**src/rtl/box_fill_engine_pkg.sv**
```systemverilog
// Shared constants, state encoding and clip helper for the box fill engine.
// The screen geometry and colour constants are the ones the display
// sequencer also uses, so both sides agree on cell size and screen limits.
package box_fill_engine_pkg;

    localparam int H_RES   = 640;
    localparam int V_RES   = 480;
    localparam int CELL_W  = 64;
    localparam int CELL_H  = 24;
    localparam int BOX_W   = CELL_W;
    localparam int BOX_H   = CELL_H;
    localparam int COLOR_W = 9;
    localparam int X_W     = 10;
    localparam int Y_W     = 9;
    localparam int DX_W    = $clog2(BOX_W);
    localparam int DY_W    = $clog2(BOX_H);

    localparam logic [COLOR_W-1:0] COLOR_BLACK   = 9'h000;
    localparam logic [COLOR_W-1:0] COLOR_MAGENTA = 9'h1C7;

    typedef enum logic [1:0] {
        ST_IDLE = 2'd0,
        ST_SCAN = 2'd1,
        ST_FIN  = 2'd2
    } state_e;

    // Full-width visibility test: coordinates carry one extra bit so a box
    // running past the right/bottom edge never wraps back onto the screen.
    function automatic logic on_screen(input logic [X_W:0] px,
                                       input logic [Y_W:0] py);
        return (px < 11'(H_RES)) && (py < 10'(V_RES));
    endfunction

endpackage

```
**src/rtl/box_scan_counter.sv**
```systemverilog
// Row-major dx/dy scan counter for one box. clr restarts at (0,0), en steps
// one pixel. The next-state values are exported so the engine can register
// its pixel outputs in the same cycle the counter moves.
module box_scan_counter #(
    parameter int W    = 64,
    parameter int H    = 24,
    parameter int DX_W = $clog2(W),
    parameter int DY_W = $clog2(H)
) (
    input  logic            clk_i,
    input  logic            rst_ni,
    input  logic            clr_i,
    input  logic            en_i,
    output logic [DX_W-1:0] dx_nxt_o,
    output logic [DY_W-1:0] dy_nxt_o,
    output logic            last_o
);

    logic [DX_W-1:0] dx_q;
    logic [DX_W-1:0] dx_d;
    logic [DY_W-1:0] dy_q;
    logic [DY_W-1:0] dy_d;

    // Next position: clear wins, otherwise step with wrap at the row end.
    always_comb begin
        dx_d = dx_q;
        dy_d = dy_q;
        if (clr_i) begin
            dx_d = {DX_W{1'b0}};
            dy_d = {DY_W{1'b0}};
        end else if (en_i) begin
            if (dx_q == DX_W'(W - 1)) begin
                dx_d = {DX_W{1'b0}};
                dy_d = dy_q + DY_W'(1);
            end else begin
                dx_d = dx_q + DX_W'(1);
            end
        end else begin
            dx_d = dx_q;
            dy_d = dy_q;
        end
    end

    // Position register.
    always_ff @(posedge clk_i or negedge rst_ni) begin
        if (!rst_ni) begin
            dx_q <= {DX_W{1'b0}};
            dy_q <= {DY_W{1'b0}};
        end else begin
            dx_q <= dx_d;
            dy_q <= dy_d;
        end
    end

    assign dx_nxt_o = dx_d;
    assign dy_nxt_o = dy_d;
    assign last_o   = (dx_q == DX_W'(W - 1)) && (dy_q == DY_W'(H - 1));

endmodule

```
**src/rtl/box_fill_engine.sv**
```systemverilog
// Box fill engine: accepts a {x0, y0, color} command from the sequencer,
// walks the box in row-major order issuing one framebuffer write per
// accepted beat (off-screen pixels are skipped in one cycle each) and
// pulses done for a single cycle. All outputs come straight from flops.
module box_fill_engine
    import box_fill_engine_pkg::*;
(
    input  logic               CLOCK_50,
    input  logic               resetn,
    input  logic               start,
    input  logic [X_W-1:0]     x0,
    input  logic [Y_W-1:0]     y0,
    input  logic [COLOR_W-1:0] color,
    output logic               busy,
    output logic               done,
    output logic [X_W-1:0]     pix_x,
    output logic [Y_W-1:0]     pix_y,
    output logic [COLOR_W-1:0] pix_color,
    output logic               pix_we,
    input  logic               pix_ready
);

    state_e               state_q, state_d;
    logic [X_W-1:0]       x0_q, x0_d;
    logic [Y_W-1:0]       y0_q, y0_d;
    logic [COLOR_W-1:0]   color_q, color_d;
    logic                 busy_q, busy_d;
    logic                 done_q, done_d;
    logic                 pix_we_q, pix_we_d;
    logic [X_W-1:0]       pix_x_q, pix_x_d;
    logic [Y_W-1:0]       pix_y_q, pix_y_d;

    logic                 cnt_clr_s;
    logic                 cnt_en_s;
    logic [DX_W-1:0]      dx_nxt_s;
    logic [DY_W-1:0]      dy_nxt_s;
    logic                 last_s;
    logic                 cmd_off_s;
    logic                 advance_s;
    logic [X_W:0]         px_full_s;
    logic [Y_W:0]         py_full_s;

    box_scan_counter #(
        .W    (BOX_W),
        .H    (BOX_H),
        .DX_W (DX_W),
        .DY_W (DY_W)
    ) u_cnt (
        .clk_i    (CLOCK_50),
        .rst_ni   (resetn),
        .clr_i    (cnt_clr_s),
        .en_i     (cnt_en_s),
        .dx_nxt_o (dx_nxt_s),
        .dy_nxt_o (dy_nxt_s),
        .last_o   (last_s)
    );

    // A box whose origin is already off-screen produces no pixels at all.
    assign cmd_off_s = (x0 >= 10'(H_RES)) || (y0 >= 9'(V_RES));

    // Visible pixels wait for the framebuffer; clipped ones step immediately.
    always_comb begin
        advance_s = 1'b1;
        if (pix_we_q) begin
            advance_s = pix_ready;
        end else begin
            advance_s = 1'b1;
        end
    end

    // Command FSM: accept in IDLE or FIN, scan, then one FIN cycle.
    always_comb begin
        state_d   = state_q;
        x0_d      = x0_q;
        y0_d      = y0_q;
        color_d   = color_q;
        cnt_clr_s = 1'b0;
        cnt_en_s  = 1'b0;
        case (state_q)
            ST_IDLE, ST_FIN: begin
                if (start) begin
                    x0_d      = x0;
                    y0_d      = y0;
                    color_d   = color;
                    cnt_clr_s = 1'b1;
                    state_d   = cmd_off_s ? ST_FIN : ST_SCAN;
                end else begin
                    state_d = ST_IDLE;
                end
            end
            ST_SCAN: begin
                if (advance_s) begin
                    cnt_en_s = 1'b1;
                    state_d  = last_s ? ST_FIN : ST_SCAN;
                end else begin
                    state_d = ST_SCAN;
                end
            end
            default: begin
                state_d = ST_IDLE;
            end
        endcase
    end

    // Next values of the registered outputs, derived from the next position.
    always_comb begin
        px_full_s = {1'b0, x0_d} + 11'(dx_nxt_s);
        py_full_s = {1'b0, y0_d} + 10'(dy_nxt_s);
        busy_d    = (state_d == ST_SCAN);
        done_d    = (state_d == ST_FIN);
        pix_we_d  = busy_d && on_screen(px_full_s, py_full_s);
        pix_x_d   = px_full_s[X_W-1:0];
        pix_y_d   = py_full_s[Y_W-1:0];
    end

    // State, command latch and output registers.
    always_ff @(posedge CLOCK_50 or negedge resetn) begin
        if (!resetn) begin
            state_q  <= ST_IDLE;
            x0_q     <= {X_W{1'b0}};
            y0_q     <= {Y_W{1'b0}};
            color_q  <= COLOR_BLACK;
            busy_q   <= 1'b0;
            done_q   <= 1'b0;
            pix_we_q <= 1'b0;
            pix_x_q  <= {X_W{1'b0}};
            pix_y_q  <= {Y_W{1'b0}};
        end else begin
            state_q  <= state_d;
            x0_q     <= x0_d;
            y0_q     <= y0_d;
            color_q  <= color_d;
            busy_q   <= busy_d;
            done_q   <= done_d;
            pix_we_q <= pix_we_d;
            pix_x_q  <= pix_x_d;
            pix_y_q  <= pix_y_d;
        end
    end

    assign busy      = busy_q;
    assign done      = done_q;
    assign pix_we    = pix_we_q;
    assign pix_x     = pix_x_q;
    assign pix_y     = pix_y_q;
    assign pix_color = color_q;

endmodule

```
**config.mk**
```make
export PLATFORM = sky130hd
export DESIGN_NAME = box_fill_engine
export DESIGN_NICKNAME = d
export VERILOG_FILES = /design/src/rtl/box_fill_engine_pkg.sv /design/src/rtl/box_scan_counter.sv /design/src/rtl/box_fill_engine.sv
export SDC_FILE = /design/constraint.sdc
export NUM_CORES = 1
export LEC_CHECK = 0
export ABC_AREA = 1
export BUFFER_PORTS_ARGS = -buffer_cell sky130_fd_sc_hd__buf_2
export CORE_ASPECT_RATIO = 0.6
export CORE_MARGIN = 10
export CORE_UTILIZATION = 51
export CTS_CLUSTER_SIZE = 28
export DETAILED_ROUTE_END_ITERATION = 10
export PLACE_DENSITY_LB_ADDON = 0.12
export SLEW_MARGIN = 30
export SYNTH_ARGS = -nofsm -noshare
export SYNTH_HDL_FRONTEND = slang
export SYNTH_SLANG_ARGS = --single-unit
```
**constraint.sdc**
```tcl
create_clock -name CLOCK_50 -period 8.15 [get_ports CLOCK_50]
set_clock_uncertainty 0.2 [all_clocks]
set_input_delay 2.445 -clock CLOCK_50 [delete_from_list [all_inputs] [get_ports CLOCK_50]]
set_output_delay 2.445 -clock CLOCK_50 [all_outputs]
set_load 0.01 [all_outputs]
```
==> metrics.cfg <==
[outcome]
status = finished clean

[setup_path]
cp.arrival_ns = 4.85
worst-r2r-setup-slack_ns = 4.98
cp_max_fo = 7
slowest_delay_ns = 0.40
end_kind = register
reg2reg_to = pix_we
r2r_start = state_q[0]
slowest_stage = fa_1
worstPathRequired_ns = 8.18
critPathKind = in -> reg
cp_cell_sequence = buf_2 > nor2_1 > nor2_4 > nand3_2 > nor2_2 > inv_1 > o21ai_0 > a21oi_1 > ha_1 > fa_1 > nand3_1 > nand2_1 > nand2_1 > nand2_1 > nand3_1 > nand2_1 > nor2_1 > nand2_1 > nand2_1 > nor2_2
rr_worst_depth = 21
crit_top_cell = nand2_1
start_kind = input port

[yosys]
synthXorXnorAreaFrac_pct = 3.34
ys_ff_latch = 63
synthSimpleGateAreaFrac_pct = 29.1
seq_area_frac_synth_pct = 50.1
syn_inst = 356
synthAdderAreaFrac_pct = 6.44
ys_warn_count = 0
synth_compound_area_share_pct = 4.61
syn-cell-area_mm2 = 0.00315
synthDistinctLibCells = 33
synth_mux_area_share_pct = 0
syn_area_per_cell_um2 = 8.84
synth_top_family_by_area = simple AND/OR/NAND/NOR gates
syn-num-nets = 403

[floorplanning]
die_area_mm2 = 0.00981
initial_core_util_pct = 51.9
core_mm2 = 0.00606
fp.dieH_um = 80.8
rows = 22
die_w_um = 121
io_pins = 63

[global_route]
grt_pass1_vias = 2350
antenna_found_initial = 0
grt_max_degree = 64
grt_pass1_wl_um = 11700
overflow = 0
track_usage_pct = 15.1

[clocking]
cts_resized = 0
h-tree-depth = 3
cts_max_path_buffers = 2
clk_pin_slew_ns = 0.07
hold_buffers = 0
cts_tree = yes
cts-root-buf = clkbuf_8
post_cts_buffers = 0
cts.sinks = 63
cts-buffers-inserted = 9
insertion_delay_ns = 0.34

[sta]
timing.fmax_mhz = 207
worst_slew_pin_slew_ns = 0.782
post-route-period-util_pct = 59.1
setup_viol = 0
fin_crit_ns = 4.82
rsz0062_at_grt = no
slew_headroom_pct = 47.9
hold_viol = 0
slew_viol_final = 0
setup_tns_ns = 0

[routing]
drtIter0Drc = 115
vias = 2421
via_per_inst = 4.71
drc = 0
final_antenna_net_count = 0
wire_per_inst_um = 13.7
routed_wirelength_um = 7050
firstDrtPassIters = 4

[layout]
n_antenna_cell = 0
layout.nets = 472
areaGrowthSynthToFinish_pct = 19.9
layout_commonest_cell = nand2_1
drive_gt1_share_pct = 25.8
fin_util_pct = 62.3
final_cell_mix = nand2_1, dfrtp_1, buf_2

[place]
dp_hpwl_um = 5150
gp_congestion = 0.847
port_buffers = 62

[worst_hold_path]
min_to = pix_color[1]
hold_depth = 2
min_from = pix_color[1]
hold_path.class = reg -> reg

[pwr]
vdd.ir_drop.worst_mv = 0.174
p_leak_nw = 2.11
pwr_density_cell_mw_per_mm2 = 369

[flow_run]
cap_violations = 0

routing by layer:
metal  part of all wire [%]  track usage, %  wire length [µm]
met5                      0               0                 0
met4                    1.1            5.21                76
met3                    5.9            5.96               417
met2                     42            21.5              2980
met1                     51            20.4              3570
flip-flops by register name, summed over array words and instances (netlist names):
signal and count:
pix_x 10, x0_q 10, pix_color 9, pix_y 9, y0_q 9, u_cnt.dx_q 6, u_cnt.dy_q 5, state_q 2
busy 1, done 1, pix_we 1
power by group:
part	internal (mW)	switching, mW
logic	0.205	0.364
clock network	0.212	0.120
registers	0.442	0.0501
synth_stat cells (all sizes together):
master  count  area, µm²
nand4       4       25.0
a21o        1       7.51
ha         13        163
nor3        1       5.00
dfrtp      63       1580
o22ai       2       12.5
nand3      19        100
inv        37        139
fa          2       40.0
o21ai       8       51.3
nand2     139        601
a21oi       8       40.0
nor3b       1       12.5
clkbuf      4       15.0
xnor2       2       17.5
o21a        2       15.0
buf         3       42.5
a31oi       3       18.8
clkinv      1       3.75
or2         1       6.26
nand3b      1       7.51
nor2       29        146
and3        2       12.5
xor2       10       87.6
critical path, delay by kind of cell:
kind / cells / cell delay, ns
adders and majority gates: 2 / 0.64
and+or+nand+nor: 14 / 1.31
buffers and inverters: 2 / 0.17
AOI/OAI and AO/OA: 2 / 0.25
area by class of cell:
cell class                      count  area [µm²]
Sequential cell                    63        1580
Timing Repair Buffer               65         333
Clock inverter                      5         105
Tap cell                           84         105
Clock buffer                       11         141
Multi-Input combinational cell    248        1370
Inverter                           38         143
Fill cell                         544        2280
through the flow:
step                      hold slack (ns)  area (µm²)  cells  worst slack, ns  power, mW
after floorplan                     0.248        3150    356             3.40      0.896
after global placement              0.260        3530    498             3.12       1.06
after detailed placement            0.259        3530    498             2.97       1.07
after CTS                           0.277        3770    514             3.34       1.41
after global routing                0.301        3770    514             3.13       1.51
final                               0.280        3770    514             3.33       1.39
cells by family after synthesis:
family                   after synthesis
AND/OR/NAND/NOR                      197
flip-flops                            63
buffers and inverters                 45
AO/OA/AOI/OAI                         24
adder cells (fa/ha/maj)               15
XOR/XNOR                              12
worst max path at each step:
stage / depth (start not counted) / endpoint / slack [ns] / from
CTS: 20 / pix_we / 3.34 / pix_ready
global route: 20 / pix_we / 3.13 / pix_ready
global placement: 17 / pix_we / 3.12 / start
detailed placement: 20 / pix_we / 2.97 / pix_ready
floorplan: 19 / pix_we / 3.40 / pix_ready
finish: 20 / pix_we / 3.33 / pix_ready
Power figures use the tool's default switching activity.
